## src/rtl/cic_interpolator.sv

```systemverilog
// CIC interpolator: N comb stages at the input rate, zero-stuffing by R, N integrators at the
// output rate; unity DC gain is restored by a final arithmetic shift and output saturation.
module cic_interpolator #(
  parameter  int DATA_W = 16,
  parameter  int R      = 8,
  parameter  int N      = 3,
  localparam int LOG2R  = $clog2(R),
  localparam int W_INT  = DATA_W + N * LOG2R
) (
  input  logic              clk,
  input  logic              reset,
  input  logic [DATA_W-1:0] in_data,
  input  logic              in_valid,
  output logic              in_ready,
  output logic [DATA_W-1:0] out_data,
  output logic              out_valid,
  input  logic              out_ready
);

  localparam int SHIFT = (N - 1) * LOG2R;

  // Clip a wide two's-complement value into the DATA_W output range.
  function automatic logic [DATA_W-1:0] sat_out(input logic signed [W_INT-1:0] v);
    logic [W_INT-DATA_W:0] top;
    top = v[W_INT-1:DATA_W-1];
    if ((&top) || !(|top)) begin
      return v[DATA_W-1:0];
    end else if (v[W_INT-1]) begin
      return {1'b1, {(DATA_W-1){1'b0}}};
    end else begin
      return {1'b0, {(DATA_W-1){1'b1}}};
    end
  endfunction

  logic [LOG2R-1:0]        phase_r;
  logic signed [W_INT-1:0] dly_r       [N];
  logic signed [W_INT-1:0] integ_r     [N];
  logic [DATA_W-1:0]       out_data_r;
  logic                    out_valid_r;

  logic signed [W_INT-1:0] comb_in_s   [N];
  logic signed [W_INT-1:0] integ_nxt_s [N];
  logic signed [W_INT-1:0] x_s;
  logic signed [W_INT-1:0] scaled_s;
  logic                    phase0_s;
  logic                    free_s;
  logic                    adv_s;

  // Handshake: the filter advances when the output slot is free and, in phase 0, a sample is offered.
  always_comb begin
    phase0_s = (phase_r == {LOG2R{1'b0}});
    free_s   = !out_valid_r || out_ready;
    adv_s    = free_s && (!phase0_s || in_valid);
    in_ready = reset && free_s && phase0_s;
  end

  // Comb chain on the incoming sample; comb_in_s[k] is the value stage k stores as its delay.
  always_comb begin : comb_chain
    logic signed [W_INT-1:0] c;
    c = {{(W_INT-DATA_W){in_data[DATA_W-1]}}, in_data};
    for (int k = 0; k < N; k++) begin
      comb_in_s[k] = c;
      c = c - dly_r[k];
    end
    if (phase0_s) begin
      x_s = c;
    end else begin
      x_s = {W_INT{1'b0}};
    end
  end

  // Integrators step in parallel from old values; wrap-around is intentional and cancels out.
  always_comb begin
    integ_nxt_s[0] = integ_r[0] + x_s;
    for (int k = 1; k < N; k++) begin
      integ_nxt_s[k] = integ_r[k] + integ_r[k-1];
    end
    scaled_s = integ_nxt_s[N-1] >>> SHIFT;
  end

  // Filter state and registered output; everything holds unless the pipeline advances.
  always_ff @(posedge clk or negedge reset) begin
    if (!reset) begin
      phase_r <= {LOG2R{1'b0}};
      for (int k = 0; k < N; k++) begin
        dly_r[k]   <= {W_INT{1'b0}};
        integ_r[k] <= {W_INT{1'b0}};
      end
      out_data_r  <= {DATA_W{1'b0}};
      out_valid_r <= 1'b0;
    end else if (adv_s) begin
      phase_r <= phase_r + LOG2R'(1'b1);
      if (phase0_s) begin
        for (int k = 0; k < N; k++) begin
          dly_r[k] <= comb_in_s[k];
        end
      end
      for (int k = 0; k < N; k++) begin
        integ_r[k] <= integ_nxt_s[k];
      end
      out_data_r  <= sat_out(scaled_s);
      out_valid_r <= 1'b1;
    end else if (out_ready) begin
      out_valid_r <= 1'b0;
    end
  end

  assign out_data  = out_data_r;
  assign out_valid = out_valid_r;

endmodule

```

## config.mk

```make
export PLATFORM = sky130hd
export DESIGN_NAME = cic_interpolator
export DESIGN_NICKNAME = d
export VERILOG_FILES = /design/src/rtl/cic_interpolator.sv
export SDC_FILE = /design/constraint.sdc
export NUM_CORES = 1
export LEC_CHECK = 0
export BUFFER_PORTS_ARGS = -buffer_cell sky130_fd_sc_hd__buf_2
export CORE_ASPECT_RATIO = 0.8
export CORE_MARGIN = 3
export CORE_UTILIZATION = 35
export DETAILED_ROUTE_END_ITERATION = 8
export MAX_ROUTING_LAYER = met4
export SLEW_MARGIN = 10
export SYNTH_ARGS = -nofsm -noshare
export SYNTH_HDL_FRONTEND = slang
export SYNTH_SLANG_ARGS = --single-unit
```

## constraint.sdc

```tcl
create_clock -name clk -period 8.6 [get_ports clk]
set_clock_uncertainty 0.1 [all_clocks]
set_input_delay 2.58 -clock clk [delete_from_list [all_inputs] [get_ports clk]]
set_output_delay 2.58 -clock clk [all_outputs]
set_load 0.02 [all_outputs]
```

==> results.json, run 1 <==
{
  "critical_path_class": "in2reg",
  "core_area_sq_um": 30880,
  "clk-insertion-delay-late_ns": 0.44,
  "multi_input_area_sq_um": 7408,
  "start_util_pct": 36.17,
  "die_area_sq_um": 34110,
  "drtAntennaViolNets": 0,
  "hold_viol": 0,
  "drive_gt1_share_pct": 22.69,
  "syn-num-nets": 1399,
  "drv_cap": 0,
  "grt_max_degree": 89,
  "nets": 1537,
  "timing.rr.start": "dly_r[50]",
  "avgSynthCellArea_sq_um": 8.951,
  "grtUsageTotal_pct": 14.80,
  "arrival_ns": 8.81,
  "drcViolationCount": 0,
  "synth_warnings": 0,
  "wirelength_um": 24600,
  "r2r_cells": 33,
  "layout_min_cycle_time_ns": 8.593,
  "setup_violations": 0,
  "rsz0062_at_grt": "true",
  "ys_ff_latch": 146,
  "drtIter0Drc": 442,
  "clkSlewWorstSetupHoldPaths_ns": 0.06,
  "worstMarginPinSlew_ns": 0.9988,
  "async_flop_share_pct": 100.0,
  "period_share_pct": 99.92,
  "pin_count": 38,
  "ys.flop_type": "dfrtp_1",
  "num_antenna_cells": 0,
  "synth-seq-area-share_pct": 32.71,
  "cts_tree": "done",
  "clockRootBuffer": "clkbuf_16",
  "antenna_found_initial": 0,
  "synth_edf_count": 0,
  "max_stage_delay_ns": 0.48,
  "grt_first_pass_wirelength_um": 41140,
  "syn-cell-area_sq_um": 11170,
  "clock_sinks": 146,
  "fp.dieH_um": 165.8,
  "worst_setup_path_end_kind": "flip-flop",
  "viasPerCell": 5.030,
  "slew_headroom_pct": 33.42,
  "port_buffers": 37,
  "hpwl_um": 17790,
  "crit_end": "integ_r[74]",
  "netlist_instances": 1248,
  "crit_start": "in_data[0]",
  "seq_area_sq_um": 3654,
  "cts_made_buffers": 17,
  "die_w_um": 205.7,
  "hold-worst-slack_ns": 0.3832,
  "synthToLayoutAreaGrowth_pct": 21.15,
  "h-tree-depth": 4,
  "clock_path_buffers": 2,
  "gp_congestion": 0.8695,
  "crit_slowest_cell": "o41a_1",
  "max_freq_mhz": 116.4,
  "fill_cells": 3028,
  "r2r-end": "integ_r[74]",
  "overflow": 0,
  "ys_types": 64,
  "reg2reg_slack_ns": 1.82,
  "worst_ep_required_time_ns": 8.82,
  "report.final.slew_viol_count": 0,
  "fp-row-count": 57,
  "wl_per_cell_um": 13.59,
  "worstSetupStartpointType": "primary input",
  "hold_path.class": "reg2reg",
  "grt_pass1_vias": 8727,
  "num_vias": 9104,
  "cp_max_fo": 4,
  "outcome": "finished, final reports clean",
  "firstDrtPassIters": 5
}
-- worst max-delay path: cells and delay by family --
| kind | cells | cell delay, ns |
|---|---|---|
| AO/OA/AOI/OAI | 15 | 3.03 |
| buffers and inverters | 4 | 0.32 |
| XOR/XNOR | 3 | 0.49 |
| adder cells (fa/ha/maj) | 5 | 1.38 |
| AND/OR/NAND/NOR | 8 | 1.01 |
-- layer usage --
layer	up-vias	wire, um	GRT usage (%)
li1	4707	-	-
met1	4317	12420	20.35
met2	64	11450	22.82
met3	16	477	2.489
met4	0	253	3.594
met5	-	0	-
-- metrics by stage --
stage	cell area [sq um]	util (%)	std cells	setup TNS (ns)	setup slack [ns]
after floorplan	11200	-	1248	-0.1039	-0.1039
after global placement	12540	40.62	1767	-1.648	-0.4266
after detailed placement	12540	40.62	1767	-2.626	-0.5444
after CTS	13120	42.49	1798	0	0.03236
after global routing	13530	43.82	1810	-0.6929	-0.3220
final	13530	43.82	1810	0	0.006702
-- how the worst min path moves through the flow --
| stage | from | end | slack (ns) | cells after the start |
|---|---|---|---|---|
| after floorplan | integ_r[0] | integ_r[0] | 0.35 | 2 |
| after CTS | integ_r[21] | integ_r[21] | 0.39 | 2 |
| after detailed placement | out_data[15] | out_data[15] | 0.37 | 1 |
| after global placement | out_data[15] | out_data[15] | 0.36 | 1 |
| final | out_data[15] | out_data[15] | 0.38 | 1 |
| after global routing | out_data[15] | out_data[15] | 0.40 | 1 |
-- sequential cells by signal (all words and copies together), names as in the netlist --
name,count
out_data,16
integ_r,75
dly_r,51
out_valid,1
phase_r,3
-- Yosys cell counts (all sizes together), types with 3 or more instances --
cell type	number	area, sq um
o211ai	3	22.52
a311oi	3	26.28
clkbuf	26	97.59
o31a	5	43.79
a21oi	75	379.1
nor2	66	247.7
a211o	5	43.79
a22oi	15	167.7
nand2	144	540.5
or2	7	43.79
dfrtp	146	3654
and3	8	50.05
nor3	18	90.09
o2111ai	5	50.04
nand2b	24	150.1
o21ai	116	595.6
a21o	46	345.3
nand4	7	43.79
o21bai	12	90.09
buf	8	45.04
o21a	24	180.2
nor3b	5	37.54
fa	6	120.1
nand3b	5	37.54
ha	125	1564
xor2	37	324.1
a21boi	5	37.54
a211oi	12	90.09
a31oi	8	50.05
nor2b	17	106.4
a2111oi	3	26.28
mux2	45	506.7
nand3	24	132.6
inv	83	311.6
o31ai	9	67.56
xnor2	62	543.0
or3	11	73.82
o22ai	3	18.77
and2	6	37.54
-- area by class of cell --
cell class	instances	share of cell area, %
clock inverters	10	0.8229
inverters	83	2.321
clock buffers	20	3.375
flip-flops and latches	146	27.00
multi-input cells	985	54.74
well taps	413	3.818
repair buffers	153	7.923
-- repair_timing --
| item | CTS | global route |
|---|---|---|
| pin swaps | 1 | 50 |
| hold buffers | 0 | 0 |
| endpoints found under the setup margin | 4 | 8 |
| hold endpoints to repair | 0 | 0 |
| buffers inserted | 1 | 12 |
| gates resized for setup | 3 | 71 |
-- cell families (layout without fill, tap and decap cells) --
| family | after synthesis | count (layout) | share of synthesized area, % |
|---|---|---|---|
| multiplexers | 45 | 45 | 4.536 |
| flip-flops | 146 | 146 | 32.71 |
| XOR/XNOR | 99 | 99 | 7.762 |
| AND/OR/NAND/NOR | 347 | 347 | 14.62 |
| adder cells (fa/ha/maj) | 131 | 131 | 15.08 |
| buffers and inverters | 117 | 266 | 4.066 |
| AO/OA/AOI/OAI | 363 | 363 | 21.24 |
-- cells in the final DEF, fill, tap and decap left out, types with 5 or more instances in the layout --
cell type / n
or2_2: 7
nand2_1: 141
nor2_1: 61
xor2_1: 36
o21ai_1: 5
mux2_2: 45
nor2b_1: 16
a31oi_1: 7
and3_1: 6
clkbuf_16: 17
nand3_1: 23
o31a_1: 5
a22oi_2: 11
inv_1: 81
a211oi_1: 8
and2_1: 5
o21ai_0: 101
a21oi_1: 65
o21bai_1: 10
nand3b_1: 5
buf_4: 115
o31ai_1: 7
nor3_1: 15
a21o_1: 46
xnor2_1: 59
a211o_1: 5
nand4_1: 7
o21ai_2: 8
dfrtp_1: 146
or3_1: 10
buf_2: 35
o21a_1: 24
fa_1: 5
ha_1: 119
ha_4: 5
a21oi_2: 9
nand2b_1: 23
Power of run 1 is not shown: default switching activity piles up to over one toggle a cycle in this logic, so the estimate is an artifact.
==> run 2, diff against run 1 <==
--- a/config.mk
+++ b/config.mk
@@ -6,11 +6,15 @@
 export NUM_CORES = 1
 export LEC_CHECK = 0
 export BUFFER_PORTS_ARGS = -buffer_cell sky130_fd_sc_hd__buf_2
+export CELL_PAD_IN_SITES_DETAIL_PLACEMENT = 0
+export CELL_PAD_IN_SITES_GLOBAL_PLACEMENT = 1
 export CORE_ASPECT_RATIO = 0.8
 export CORE_MARGIN = 3
 export CORE_UTILIZATION = 35
 export DETAILED_ROUTE_END_ITERATION = 8
+export GPL_TIMING_DRIVEN = 0
 export MAX_ROUTING_LAYER = met4
+export PLACE_DENSITY_LB_ADDON = 0.1
 export SLEW_MARGIN = 10
 export SYNTH_ARGS = -nofsm -noshare
 export SYNTH_HDL_FRONTEND = slang
==> run 2 against run 1 <==
  * Final cell count is 2.8% lower
  * Maximum frequency is 0.21% higher
  * Core utilization is 1.1 points lower
  * First-iteration DRC count is 2.7% lower
  * Via count is 1.9% lower
  * Worst hold slack better by 0.0039 ns
==> results.json, run 2 (synthesis results as in run 1) <==
{
  "wirelength_um": 27570,
  "place_inst": 1699,
  "multi_input_area_sq_um": 7466,
  "setup_violations": 0,
  "whs_endpoint": "integ_r[0]",
  "die_w_um": 205.7,
  "num_vias": 8935,
  "clock_path_buffers": 2,
  "start_util_pct": 36.17,
  "final_cell_mix": "dfrtp_1, nand2_1, ha_1, o21ai_0, inv_1",
  "worst_setup_path_end_kind": "flip-flop",
  "hold_path.class": "reg2reg",
  "arrival_ns": 8.80,
  "overflow": 0,
  "seq_area_sq_um": 3654,
  "drtAntennaViolNets": 0,
  "nets": 1484,
  "rsz0062_at_grt": "true",
  "synthToLayoutAreaGrowth_pct": 18.16,
  "hp-start": "integ_r[0]",
  "antenna_found_initial": 0,
  "top_register": "integ_r",
  "drtIter0Drc": 430,
  "fp-row-count": 57,
  "clk-insertion-delay-late_ns": 0.44,
  "grt_pass1_vias": 8524,
  "worst_ep_required_time_ns": 8.82,
  "wl_per_cell_um": 15.67,
  "pin_count": 38,
  "slew_headroom_pct": 45.19,
  "clkSlewWorstSetupHoldPaths_ns": 0.06,
  "cts_tree": "done",
  "max_stage_delay_ns": 0.44,
  "cts_made_buffers": 17,
  "holdPathStages": 2,
  "hpwl_um": 21100,
  "num_antenna_cells": 0,
  "reg2reg_slack_ns": 1.84,
  "final_util_pct": 42.74,
  "fp.dieH_um": 165.8,
  "drcViolationCount": 0,
  "hold_viol": 0,
  "viasPerCell": 5.080,
  "layout_min_cycle_time_ns": 8.576,
  "fin_cells": 1759,
  "crit_slowest_cell": "o41a_1",
  "r2r-end": "integ_r[74]",
  "outcome": "finished, final reports clean",
  "worstSetupStartpointType": "primary input",
  "h-tree-depth": 4,
  "critical_path_class": "in2reg",
  "port_buffers": 37,
  "final_common_cell": "dfrtp_1",
  "firstDrtPassIters": 7,
  "grtUsageTotal_pct": 16.96,
  "core_area_sq_um": 30880,
  "period_share_pct": 99.72,
  "path_common_cell": "ha_4",
  "largest_reg_flops": 75,
  "gp_congestion": 0.8138,
  "worstMarginPinSlew_ns": 0.8222,
  "drive_gt1_share_pct": 17.68,
  "cp_max_fo": 3,
  "die_area_sq_um": 34110,
  "max_freq_mhz": 116.6,
  "report.final.slew_viol_count": 0,
  "grt_first_pass_wirelength_um": 45130,
  "clock_sinks": 146,
  "fill_cells": 3101,
  "drv_cap": 0,
  "clockRootBuffer": "clkbuf_16",
  "r2r_cells": 32,
  "grt_max_degree": 93,
  "timing.rr.start": "dly_r[50]"
}
## run 2: timing repair
item | 4_1_cts | 5_1_grt
resized for setup | 46 | 38
hold buffers | 0 | 0
pin swaps | 32 | 31
setup buffers | 15 | 14
setup endpoints to repair | 6 | 7
## run 2: critical path, delay by kind of cell
family	cells	cell delay, ns
adders and majority gates	5	1.24
buffers and inverters	3	0.16
and+or+nand+nor	7	0.87
xor gates and xnor gates	3	0.56
AOI/OAI and AO/OA	16	3.37
## run 2: layout make-up
type	instances	area share, %
buffer	33	1.081
clock buffer	19	3.432
clock inverter	13	1.384
inverter	83	2.379
multi-input combinational	985	56.56
sequential	146	27.68
tap	413	3.915
timing repair buffer	67	3.564
## run 2: worst max-delay path by stage
stage          startpoint          end  depth (start not counted)
6_report       in_data[0]  integ_r[74]                         34
3_3_place_gp   in_data[1]  integ_r[74]                         32
4_1_cts        in_data[0]  integ_r[74]                         34
3_5_place_dp   in_data[0]  integ_r[74]                         36
5_1_grt        in_data[0]  integ_r[74]                         36
2_1_floorplan  in_data[0]  integ_r[74]                         35
## run 2: metrics by stage
stage / worst slack (ns) / TNS, ns / cell area (sq um) / hold WS [ns]
detailed placement: -1.077 / -6.111 / 11940 / 0.3726
global route: -0.2199 / -0.5750 / 13200 / 0.4044
global placement: -1.119 / -6.223 / 11900 / 0.3644
floorplan: -0.1039 / -0.1039 / 11200 / 0.3523
CTS: -0.01456 / -0.01456 / 12890 / 0.3874
finish: 0.02444 / 0 / 13200 / 0.3871
## run 2: per-layer routing
layer	up-vias	track usage, %	wire, um
met5	-	-	0
met4	0	3.475	242
met3	19	2.939	713
met2	72	22.16	10710
met1	4241	26.92	15900
li1	4603	-	-
Power of run 2 is left out for the same reason.
